**src/rtl/jpeg_block_sequencer.sv**
```systemverilog
// jpeg_block_sequencer
//   Feeds an image to a JPEG core as a series of 64-pixel blocks. For each
//   block it pulses core_rst for RST_CYCLES cycles. It then accepts 64 pixels
//   from the upstream valid/ready stream, passing each one to core_pixel one
//   cycle later. After the 64th pixel it idles for DRAIN_CYCLES cycles so the
//   core can flush, then starts the next block. A one-cycle done pulse marks
//   the end of the image.
//
// Ports
//   clk, rst              clock (rising edge), synchronous active-high reset
//   start, num_blocks     begin an image of num_blocks blocks (sampled in IDLE)
//   s_valid, s_pixel      upstream pixel stream
//   s_ready               high only while a block is being fed
//   core_pixel            registered pixel to the core
//   core_rst              per-block core reset pulse
//   core_data_valid       core output tag (00 none, 01 Y, 10 Cb, 11 Cr)
//   busy, done            activity flag, one-cycle image-end pulse
//   blk_idx               index of the block being fed or drained
//   underrun              sticky: upstream stalled while a block was fed
//   y_words, cb_words,    saturating per-channel output word counters,
//   cr_words              present only when JPEG_SEQ_WORDCNT_EN is defined
//
// Build option: define JPEG_SEQ_WORDCNT_EN to include the word counters.
module jpeg_block_sequencer #(
  parameter int PIX_W        = 24,
  parameter int DRAIN_CYCLES = 40,
  parameter int RST_CYCLES   = 1,
  parameter int BLK_W        = 16
) (
  input  logic             clk,
  input  logic             rst,
  input  logic             start,
  input  logic [BLK_W-1:0] num_blocks,
  input  logic             s_valid,
  input  logic [PIX_W-1:0] s_pixel,
  output logic             s_ready,
  output logic [PIX_W-1:0] core_pixel,
  output logic             core_rst,
  input  logic [1:0]       core_data_valid,
  output logic             busy,
  output logic             done,
  output logic [BLK_W-1:0] blk_idx,
`ifdef JPEG_SEQ_WORDCNT_EN
  output logic [15:0]      y_words,
  output logic [15:0]      cb_words,
  output logic [15:0]      cr_words,
`endif
  output logic             underrun
);

  localparam int DW = (DRAIN_CYCLES < 1) ? 1 : $clog2(DRAIN_CYCLES + 1);
  localparam int RW = (RST_CYCLES < 2) ? 1 : $clog2(RST_CYCLES + 1);

  typedef enum logic [2:0] {
    S_IDLE  = 3'd0,
    S_CRST  = 3'd1,
    S_FEED  = 3'd2,
    S_DRAIN = 3'd3,
    S_DONE  = 3'd4
  } state_t;

  state_t           r_state;
  state_t           w_next;
  logic [RW-1:0]    r_rst_cnt;
  logic [5:0]       r_pix_cnt;
  logic [DW-1:0]    r_drain_cnt;
  logic [BLK_W-1:0] r_num_blocks;
  logic [BLK_W-1:0] r_blk_idx;
  logic [PIX_W-1:0] r_core_pixel;
  logic             r_underrun;
  logic             w_start_acc;
  logic             w_accept;

  always_comb begin
    w_next      = r_state;
    w_start_acc = 1'b0;
    w_accept    = 1'b0;
    case (r_state)
      S_IDLE: begin
        if (start) begin
          w_start_acc = 1'b1;
          w_next      = (num_blocks != '0) ? S_CRST : S_DONE;
        end
      end
      S_CRST: begin
        if (r_rst_cnt == RW'(RST_CYCLES - 1)) w_next = S_FEED;
      end
      S_FEED: begin
        w_accept = s_valid;
        if (s_valid && (r_pix_cnt == 6'd63)) w_next = S_DRAIN;
      end
      S_DRAIN: begin
        if (r_drain_cnt == DW'(DRAIN_CYCLES - 1))
          w_next = (r_blk_idx == r_num_blocks - BLK_W'(1)) ? S_DONE : S_CRST;
      end
      S_DONE:  w_next = S_IDLE;
      default: w_next = S_IDLE;
    endcase
  end

  always_ff @(posedge clk) begin
    if (rst) begin
      r_state      <= S_IDLE;
      r_rst_cnt    <= '0;
      r_pix_cnt    <= '0;
      r_drain_cnt  <= '0;
      r_num_blocks <= '0;
      r_blk_idx    <= '0;
      r_core_pixel <= '0;
      r_underrun   <= 1'b0;
    end else begin
      r_state     <= w_next;
      // Phase counters run only while their state persists, so each entry
      // into a state starts them from zero.
      r_rst_cnt   <= (r_state == S_CRST && w_next == S_CRST) ? r_rst_cnt + RW'(1) : '0;
      r_drain_cnt <= (r_state == S_DRAIN && w_next == S_DRAIN) ? r_drain_cnt + DW'(1) : '0;
      if (r_state == S_CRST)  r_pix_cnt <= '0;
      else if (w_accept)      r_pix_cnt <= r_pix_cnt + 6'd1;
      if (w_accept)           r_core_pixel <= s_pixel;
      if (r_state == S_FEED && !s_valid) r_underrun <= 1'b1;
      if (r_state == S_DRAIN && w_next == S_CRST) r_blk_idx <= r_blk_idx + BLK_W'(1);
      if (w_start_acc) begin
        r_num_blocks <= num_blocks;
        r_blk_idx    <= '0;
        r_underrun   <= 1'b0;
      end
    end
  end

  assign s_ready    = (r_state == S_FEED);
  assign core_rst   = (r_state == S_CRST);
  assign busy       = (r_state != S_IDLE);
  assign done       = (r_state == S_DONE);
  assign core_pixel = r_core_pixel;
  assign blk_idx    = r_blk_idx;
  assign underrun   = r_underrun;

`ifdef JPEG_SEQ_WORDCNT_EN
  logic [15:0] r_y_words, r_cb_words, r_cr_words;

  function automatic logic [15:0] sat_inc(input logic [15:0] v);
    return (v == 16'hFFFF) ? v : v + 16'd1;
  endfunction

  // Counting continues in every state so core output that trails done is
  // still attributed to the image.
  always_ff @(posedge clk) begin
    if (rst || w_start_acc) begin
      r_y_words  <= '0;
      r_cb_words <= '0;
      r_cr_words <= '0;
    end else begin
      if (core_data_valid == 2'b01) r_y_words  <= sat_inc(r_y_words);
      if (core_data_valid == 2'b10) r_cb_words <= sat_inc(r_cb_words);
      if (core_data_valid == 2'b11) r_cr_words <= sat_inc(r_cr_words);
    end
  end

  assign y_words  = r_y_words;
  assign cb_words = r_cb_words;
  assign cr_words = r_cr_words;
`else
  logic w_unused_cdv;
  assign w_unused_cdv = ^core_data_valid;
`endif

endmodule

```
**config.mk**
```make
export PLATFORM = sky130hd
export DESIGN_NAME = jpeg_block_sequencer
export DESIGN_NICKNAME = d
export VERILOG_FILES = /design/src/rtl/jpeg_block_sequencer.sv
export SDC_FILE = /design/constraint.sdc
export NUM_CORES = 1
export LEC_CHECK = 0
export ABC_AREA = 1
export BUFFER_PORTS_ARGS = -buffer_cell sky130_fd_sc_hd__buf_4
export CORE_UTILIZATION = 46
export DETAILED_ROUTE_END_ITERATION = 7
export HOLD_SLACK_MARGIN = 0.12
export PLACE_DENSITY_LB_ADDON = 0.3
export SLEW_MARGIN = 20
export SYNTH_ARGS = -nofsm -noshare
export SYNTH_HDL_FRONTEND = slang
export SYNTH_SLANG_ARGS = --single-unit
```
**constraint.sdc**
```tcl
create_clock -name clk -period 2.6 [get_ports clk]
set_clock_uncertainty 0.05 [all_clocks]
set_input_delay 0.39 -clock clk [delete_from_list [all_inputs] [get_ports clk]]
set_output_delay 0.39 -clock clk [all_outputs]
set_load 0.05 [all_outputs]
```
==> impl_results.md, run 1 <==
* CTS Buffer Depth at 2
* Total Routing Usage GR at 21.9%
* Net Switching at 834 uW
* Core ar. at 7770 um2
* Ports at 91
* First-pass GRT wire length at 14800 um
* Die Ht at 91.6 um
* Overflow after GRT at 0
* Final period util at 87.6%
* Hold Vio Cnt, Final at 0
* RSZ-0062 raised after global routing: false
* Htree depth at 3
* Initial antenna violation count at 0
* Cts bufs inserted at 9
* Combinational share of power at 19.8%
* DR iter-0 viols at 177
* Vias at 3723
* Leakage power at 2.13 nW
* Final setup fails at 0
* Drt drc at 0
* Clock Pin Slew Worst Setup and Hold Paths at 0.08 ns
* Nets@finish at 684
* Clock tree from TritonCTS: built
* Crit path launch type: flip-flop
* Max Cap Viol at 0
* Syn nets at 591
* Area of the die at 8390 um2
* Ys Warns at 0
* CTS root buf: clkbuf_8
* Crit path arrival time at 2.50 ns
* Switching share of total power at 30.5%
* Slew Viols, Final at 0
* Crit Path Category: reg -> reg
* Initial Util at 47.6%
* Antenna Cells at 0
* Fmax at 439 MHz
* Sequential cell area fraction in the yosys report at 39.6%
* Peak supply drop at 0.451 mV
* CTS Sinks at 73
* Seq cells post-synth at 73
* DP Wirelength at 6500 um
* Setup TNS at 0 ns
* Total Wirelength at 8810 um
* Req. time, crit path at 2.82 ns
* Drt pass-1 iters at 6
* Netlist cell types at 32
* Via density at 5.02
* Mapped cell area at 3690 um2
* Status: complete, no violations
* Vias in the first global route at 3460
* WL/cell at 11.9 um
* Largest net degree at the start of global routing at 43
* Clock power frac at 36.1%
* Antenna-violating nets left at 0
* Hold slack at 0.177 ns
* # port buffers at 88
* Synthesized area per cell at 6.83 um2
* GP Congestion at 0.884
* CP max FO at 6
* Die X at 91.6 um
* Hold Crit Class: in -> reg
* Reg power frac at 44.0%
* Mapped Cells at 541
* Area growth from synthesis to layout at 27.2%
* Min Clock Period, post-route at 2.28 ns
* CP Capture Type: flip-flop
* Layout cells sized above 1 at 22.5%
* Clk_lat worst skew at 0.35 ns
* Layout fillers at 761
* Power density over the cells at 582 nW/um2
* Num rows at 32
* Power Internal at 1.90 mW
* Setup Buffers After CTS at 0
[layout by cell type, fill, tap and decap left out, types with 3 or more instances in the layout]
cell,netlist,final
buf_4,0,93
ha_1,4,3
xor2_1,9,9
nor2_4,3,3
nand2_1,103,103
clkbuf_8,0,9
nor4_1,5,5
nor3_1,12,12
a21oi_1,35,35
inv_1,63,63
dfxtp_1,73,73
nand2_2,8,8
xnor2_1,6,6
o21ai_0,52,52
nor2_1,91,91
nand3_1,23,23
nand4_1,10,10
nor2_2,8,8
[per-layer routing]
metal | track usage [%] | routed length [um] | part of all wire (%)
met5 | 0 | 0 | 0
met4 | 6.75 | 59 | 0.67
met3 | 7.05 | 646 | 7.3
met2 | 38.3 | 4320 | 49
met1 | 25.4 | 3790 | 43
[path summary, 6_finish.rpt]
kind	startpoint	to	slack, ns	cells after the start
hold / removal	rst	r_state[0]$_SDFF_PP0_	0.18	2
hold reg to reg	r_drain_cnt[0]$_SDFF_PP0_	r_drain_cnt[0]$_SDFF_PP0_	0.40	1
setup / recovery	r_num_blocks[0]$_SDFFE_PP0P_	blk_idx[14]$_SDFFE_PP0P_	0.32	18
setup reg to reg	r_num_blocks[0]$_SDFFE_PP0P_	blk_idx[14]$_SDFFE_PP0P_	0.32	18
[through the flow]
stage | util [%] | cells | total power [mW] | worst slack (ns) | cell area [um2]
after CTS | 60.5 | 741 | 2.76 | 0.318 | 4700
after global placement | 57.7 | 725 | 1.76 | 0.405 | 4480
after global routing | 60.5 | 741 | 2.88 | 0.0104 | 4700
after detailed placement | 57.7 | 725 | 1.77 | 0.367 | 4480
final | 60.5 | 741 | 2.74 | 0.324 | 4700
after floorplan | - | 541 | 1.60 | 0.0288 | 3690
[critical path, stage by stage, from the launching register on]
cell and delay [ns]:
dfxtp_1 0.31, inv_1 0.14, ha_2 0.24, nand2_1 0.06, nor2_1 0.16, nand2_1 0.07, nand2_1 0.07, nand2_1 0.08
nand2_1 0.07, nand2_1 0.04, nor2_1 0.08, nand2_1 0.07, nor2_2 0.14, nand2_2 0.11, nand2_4 0.09, nand2_4 0.08
nand3_4 0.12, nand2_1 0.06, a21oi_1 0.15
[timing repair]
action	4_1_cts	5_1_grt
hold buffers	0	0
endpoints found under the setup margin	0	1
gates resized for setup	0	1
[registers in the layout, summed over array words and instances (netlist names)]
name	count
blk_idx	16
core_pixel	24
r_drain_cnt	6
r_num_blocks	16
r_pix_cnt	6
r_rst_cnt	1
r_state	3
underrun	1
[layout make-up]
cell class / count / area (um2) / area share [%]
clock buffers: 10 / 128 / 2.72
clock inverters: 6 / 90.1 / 1.92
inverters: 66 / 250 / 5.32
multi-input cells: 391 / 1940 / 41.4
flip-flops and latches: 73 / 1460 / 31.1
well taps: 102 / 128 / 2.72
repair buffers: 93 / 698 / 14.9
[cells in the mapped netlist, drive strengths merged]
library cell	count	area share (%)
nand2	113	12
nor2	102	12
dfxtp	73	40
inv	66	6.8
o21ai	55	7.6
a21oi	37	5.2
nand3	27	4.6
nor3	14	2.2
clkbuf	11	1.1
nand4	10	1.7
xor2	9	2.1
xnor2	6	1.4
nor4	5	0.85
ha	4	1.4
nand3b	2	0.41
nor3b	2	0.41
or2	2	0.34
a31oi	1	0.17
conb	1	0.10
o21a	1	0.20
[power groups by stage]
stage          Sequential (mW)  Clock [mW]  Combinational, mW
6_report                  1.20       0.989              0.543
5_1_grt                   1.21        1.06              0.605
4_1_cts                   1.20        1.02              0.542
3_5_place_dp              1.23           0              0.539
3_3_place_gp              1.23           0              0.528
2_1_floorplan             1.28           0              0.319
[kinds of logic after synthesis]
group / Yosys count / synth area share, %
DFF: 73 / 39.6
xor gates and xnor gates: 15 / 3.56
and+or+nand+nor: 277 / 34.4
buffers and inverters: 77 / 7.89
other: 1 / 0.101
AOI/OAI and AO/OA: 94 / 13.1
adders and majority gates: 4 / 1.35
(Power assumes the default switching activity.)
==> run 2, diff against run 1 <==
--- a/config.mk
+++ b/config.mk
@@ -7,7 +7,9 @@
 export LEC_CHECK = 0
 export ABC_AREA = 1
 export BUFFER_PORTS_ARGS = -buffer_cell sky130_fd_sc_hd__buf_4
-export CORE_UTILIZATION = 46
+export CELL_PAD_IN_SITES_DETAIL_PLACEMENT = 0
+export CELL_PAD_IN_SITES_GLOBAL_PLACEMENT = 1
+export CORE_UTILIZATION = 37
 export DETAILED_ROUTE_END_ITERATION = 7
 export HOLD_SLACK_MARGIN = 0.12
 export PLACE_DENSITY_LB_ADDON = 0.3
==> impl_results.md, run 2 (same netlist as run 1, synthesis figures left out) <==
* Hold Vio Cnt, Final at 0 (unchanged)
* CTS Sinks at 73 (unchanged)
* Crit Path Category: reg -> reg
* Initial antenna violation count at 0 (unchanged)
* Hold Crit Class: in -> reg
* RSZ-0062 raised after global routing: false
* First-pass GRT wire length at 15400 um (+4.0%)
* Total Wirelength at 9380 um (+6.4%)
* Antenna Cells at 0 (unchanged)
* Post_cts resized at 0 (unchanged)
* Hold buffer count at CTS at 0 (unchanged)
* Final setup fails at 0 (unchanged)
* Min Clock Period, post-route at 2.26 ns (-0.0167 ns)
* CTS root buf: clkbuf_8
* Setup TNS at 0 ns (unchanged)
* DP Wirelength at 7100 um (+9.3%)
* Antenna-violating nets left at 0 (unchanged)
* Max Cap Viol at 0 (unchanged)
* CP max FO at 9 (+3)
* Leakage power at 2.14 nW (+0.66%)
* Area of the die at 10400 um2 (+24%)
* Power density over the cells at 595 nW/um2 (+2.2%)
* Area growth from synthesis to layout at 29.1%
* Slew Viols, Final at 0 (unchanged)
* DR iter-0 viols at 124 (-30%)
* Crit path launch type: flip-flop
* Setup Buffers After CTS at 0 (unchanged)
* Via density at 4.74 (-5.7%)
* Nets@finish at 685 (+0.15%)
* Ports at 91 (unchanged)
* Max reg flops at 24 (unchanged)
* Die Ht at 102 um (+11%)
* Most common cell after layout, fill and taps aside: nand2_1
* Vias at 3661 (-1.7%)
* Num rows at 36 (+13%)
* GP Congestion at 0.820 (-7.3%)
* Layout cells sized above 1 at 22.7% (+0.12 points)
* Total Routing Usage GR at 19.1% (-2.8 points)
* Drt pass-1 iters at 4 (-2)
* Peak supply drop at 0.350 mV (-22%)
* Total power at 2.84 mW (+3.7%)
* Crit path arrival time at 2.46 ns (-0.04 ns)
* WL/cell at 12.1 um (+2.0%)
* Die X at 102 um (+11%)
* CTS Buffer Depth at 2 (unchanged)
* Overflow after GRT at 0 (unchanged)
* Initial Util at 38.0% (-9.6 points)
* Htree depth at 3 (unchanged)
* Clk_lat worst skew at 0.35 ns (about the same)
* Req. time, crit path at 2.80 ns (-0.02 ns)
* Clock tree from TritonCTS: built
* Vias in the first global route at 3352 (-3.1%)
* Core ar. at 9730 um2 (+25%)
* # port buffers at 88 (unchanged)
* Largest net degree at the start of global routing at 34 (-21%)
* Cts bufs inserted at 9 (unchanged)
* Final period util at 86.9% (-0.64 points)
* Drt drc at 0 (unchanged)
* Status: complete, no violations
* Commonest cells after routing, fill and taps aside: nand2_1 (103), buf_4 (94), nor2_1 (91)
* Fmax at 443 MHz (+0.74%)
* Layout fillers at 1023 (+34%)
* Clock Pin Slew Worst Setup and Hold Paths at 0.08 ns (about the same)
* CP Capture Type: flip-flop
## run 2: cell count changes in the layout (fill, tap and decap cells not counted)
cell	change
inv_6	-2
buf_4	+1
bufinv_16	+1
clkbuf_1	-1
clkinv_4	+1
clkinvlp_4	+1
ha_1	+1
ha_2	-1
## run 2: critical path: stages, from the launching register on
cell and delay [ns]:
dfxtp_1 0.31, inv_1 0.14, ha_1 0.25, nand2_2 0.12, nor2_4 0.21, nand3_1 0.09, nand2_1 0.09, nand2_1 0.05
nor2_1 0.10, nand2_1 0.07, nor2_2 0.12, nand2_2 0.11, nand3_4 0.16, inv_4 0.08, nand2_2 0.08, nand2_1 0.05
inv_1 0.05, nor2_1 0.03
## run 2: metal layers
layer / GRT usage (%) / vias up / part of all wire (%)
met4: 6.59 / 0 / 1.3
li1: - / 1924 / -
met5: 0 / - / 0
met1: 24.2 / 1629 / 46
met2: 31.3 / 96 / 47
met3: 5.13 / 12 / 5.5
## run 2: power by group
group | switching (mW) | total, mW | internal (mW)
combinational | 0.354 | 0.546 | 0.192
clock | 0.450 | 1.09 | 0.637
sequential | 0.0394 | 1.20 | 1.17
## run 2: worst paths after layout
| kind | startpoint | to | slack, ns | cells past startpoint |
|---|---|---|---|---|
| hold reg to reg | r_drain_cnt[0]$_SDFF_PP0_ | r_drain_cnt[0]$_SDFF_PP0_ | 0.41 | 1 |
| hold / removal | rst | r_state[2]$_SDFF_PP0_ | 0.17 | 2 |
| setup / recovery | r_num_blocks[0]$_SDFFE_PP0P_ | blk_idx[10]$_SDFFE_PP0P_ | 0.34 | 17 |
| setup reg to reg | r_num_blocks[0]$_SDFFE_PP0P_ | blk_idx[10]$_SDFFE_PP0P_ | 0.34 | 17 |
## run 2: layout make-up
type,instances,area (um2),area share (%)
Clock buffer,9,124,2.60
Clock inverter,7,119,2.49
Inverter,66,250,5.25
Multi-Input combinational cell,391,1940,40.7
Sequential cell,73,1460,30.6
Tap cell,133,166,3.49
Timing Repair Buffer,94,706,14.8
## run 2: metrics by stage
stage	instance area, um2	hold slack (ns)	setup slack (ns)	util, %	instances
4_1_cts	4770	0.153	0.335	49.0	773
3_3_place_gp	4530	0.379	0.367	46.5	757
6_report	4770	0.170	0.340	49.0	773
5_1_grt	4770	0.159	0.0387	49.0	773
3_5_place_dp	4530	0.393	0.348	46.5	757
2_1_floorplan	3690	0.368	0.0288	-	541
==> run 3, diff against run 2 <==
--- a/config.mk
+++ b/config.mk
@@ -9,6 +9,7 @@
 export BUFFER_PORTS_ARGS = -buffer_cell sky130_fd_sc_hd__buf_4
 export CELL_PAD_IN_SITES_DETAIL_PLACEMENT = 0
 export CELL_PAD_IN_SITES_GLOBAL_PLACEMENT = 1
+export CORE_ASPECT_RATIO = 0.9
 export CORE_UTILIZATION = 37
 export DETAILED_ROUTE_END_ITERATION = 7
 export HOLD_SLACK_MARGIN = 0.12
==> impl_results.md, run 3 (same netlist as run 1, synthesis figures left out) <==
* Vias at 3661 (unchanged)
* Cts bufs inserted at 9 (unchanged)
* Leakage power at 2.10 nW (-1.7%)
* Clock tree from TritonCTS: built
* Max Cap Viol at 0 (unchanged)
* Core ar. at 9700 um2 (-0.31%)
* Max reg flops at 24 (unchanged)
* Nets@finish at 684 (-0.15%)
* Ports at 91 (unchanged)
* Status: complete, no violations
* # port buffers at 88 (unchanged)
* Die Ht at 96.8 um (-5.0%)
* CTS root buf: clkbuf_8
* Place WS at 0.333 ns (-0.0152 ns)
* Drt drc at 0 (unchanged)
* Most common cell after layout, fill and taps aside: nand2_1
* Min Clock Period, post-route at 2.27 ns (+0.0136 ns)
* Vias in the first global route at 3480 (+3.8%)
* Hold slack at 0.161 ns (-0.00934 ns)
* CTS Buffer Depth at 2 (unchanged)
* Post_cts resized at 0 (unchanged)
* Fmax at 440 MHz (-0.60%)
* WHS Path Cells at 2 (unchanged)
* Initial Util at 38.1% (+0.12 points)
* Layout cells sized above 1 at 22.5% (-0.12 points)
* Overflow after GRT at 0 (unchanged)
* R2r worst-path depth at 17 (unchanged)
* DR iter-0 viols at 160 (+29%)
* Power density over the cells at 557 nW/um2 (-6.4%)
* Via density at 4.79 (+1.0%)
* Num rows at 34 (-5.6%)
* Clk_lat worst skew at 0.36 ns (about the same)
* Setup TNS at 0 ns (unchanged)
* WL/cell at 12.7 um (+4.6%)
* Area growth from synthesis to layout at 27.0%
* Cell area after layout at 4690 um2 (-1.6%)
* Commonest cells after routing, fill and taps aside: nand2_1 (103), buf_4 (93), nor2_1 (91)
* Hold buffer count at CTS at 0 (unchanged)
* Antenna Cells at 0 (unchanged)
* Total Routing Usage GR at 19.7% (+0.58 points)
* DP Wirelength at 7290 um (+2.7%)
* Hold Vio Cnt, Final at 0 (unchanged)
* Clock Pin Slew Worst Setup and Hold Paths at 0.09 ns (about the same)
* Area of the die at 10400 um2 (about the same)
* Total power at 2.61 mW (-7.9%)
* Hold Crit Class: in -> reg
* Crit path launch type: flip-flop
* Total Wirelength at 9700 um (+3.5%)
* Peak supply drop at 0.300 mV (-14%)
* Drt pass-1 iters at 5 (+1)
* Inst Count DP at 749 (-1.1%)
* Setup Buffers After CTS at 0 (unchanged)
* GP Congestion at 0.834 (+1.7%)
* PnR worst setup slack at 0.327 ns (-0.0136 ns)
* Slew Viols, Final at 0 (unchanged)
* RSZ-0062 raised after global routing: false
* Antenna-violating nets left at 0 (unchanged)
* CTS Sinks at 73 (unchanged)
* Largest net degree at the start of global routing at 43 (+26%)
* CP Capture Type: flip-flop
* Crit Path Category: reg -> reg
* CP max FO at 9 (unchanged)
* Req. time, crit path at 2.82 ns (+0.02 ns)
* Final setup fails at 0 (unchanged)
* Fin cells at 765 (-1.0%)
* Cell Area, Placed at 4510 um2 (-0.36%)
* Final period util at 87.4% (+0.52 points)
* Htree depth at 3 (unchanged)
* Finished Core Util at 48.4% (-0.62 points)
* First-pass GRT wire length at 16100 um (+4.6%)
* Die X at 107 um (+5.3%)
* Initial antenna violation count at 0 (unchanged)
* Crit path arrival time at 2.49 ns (+0.03 ns)
run 3: layer usage:
layer,vias to the layer above,GRT usage (%),wire [um]
met5,-,0,0
met4,0,5.37,79
met3,10,5.59,585
met2,88,31.5,4380
met1,1643,25.7,4660
li1,1920,-,-
run 3: worst paths after layout:
path,endpoint,from,slack [ns]
worst max register to register,blk_idx[10]$_SDFFE_PP0P_,r_num_blocks[0]$_SDFFE_PP0P_,0.33
worst min-delay path,r_state[2]$_SDFF_PP0_,rst,0.16
worst min register to register,r_drain_cnt[0]$_SDFF_PP0_,r_drain_cnt[0]$_SDFF_PP0_,0.40
worst max-delay path,blk_idx[10]$_SDFFE_PP0P_,r_num_blocks[0]$_SDFFE_PP0P_,0.33
run 3: where the power goes:
part | switching (mW) | internal, mW
registers | 0.0399 | 1.17
clock network | 0.501 | 0.363
logic | 0.355 | 0.190
total | 0.896 | 1.72
run 3: area by class of cell:
cell class	count	area, um2
multi-input combinational	391	1940
sequential	73	1460
inverter	66	250
fill	990	5010
clock inverter	7	60.1
clock buffer	9	124
tap	126	158
timing repair buffer	93	698
run 3: critical path: stages, from the launching register on:
cell and delay [ns]:
dfxtp_1 0.32, inv_1 0.14, ha_1 0.26, nand2_2 0.13, nor2_4 0.20, nand2_1 0.09, nand2_1 0.07, nand2_1 0.05
nand2_1 0.07, nor2_2 0.04, nand2_1 0.06, nor2_2 0.05, nand2_2 0.10, nand3_4 0.17, inv_4 0.15, nand2_2 0.07
o21ai_1 0.12, nor2_1 0.05
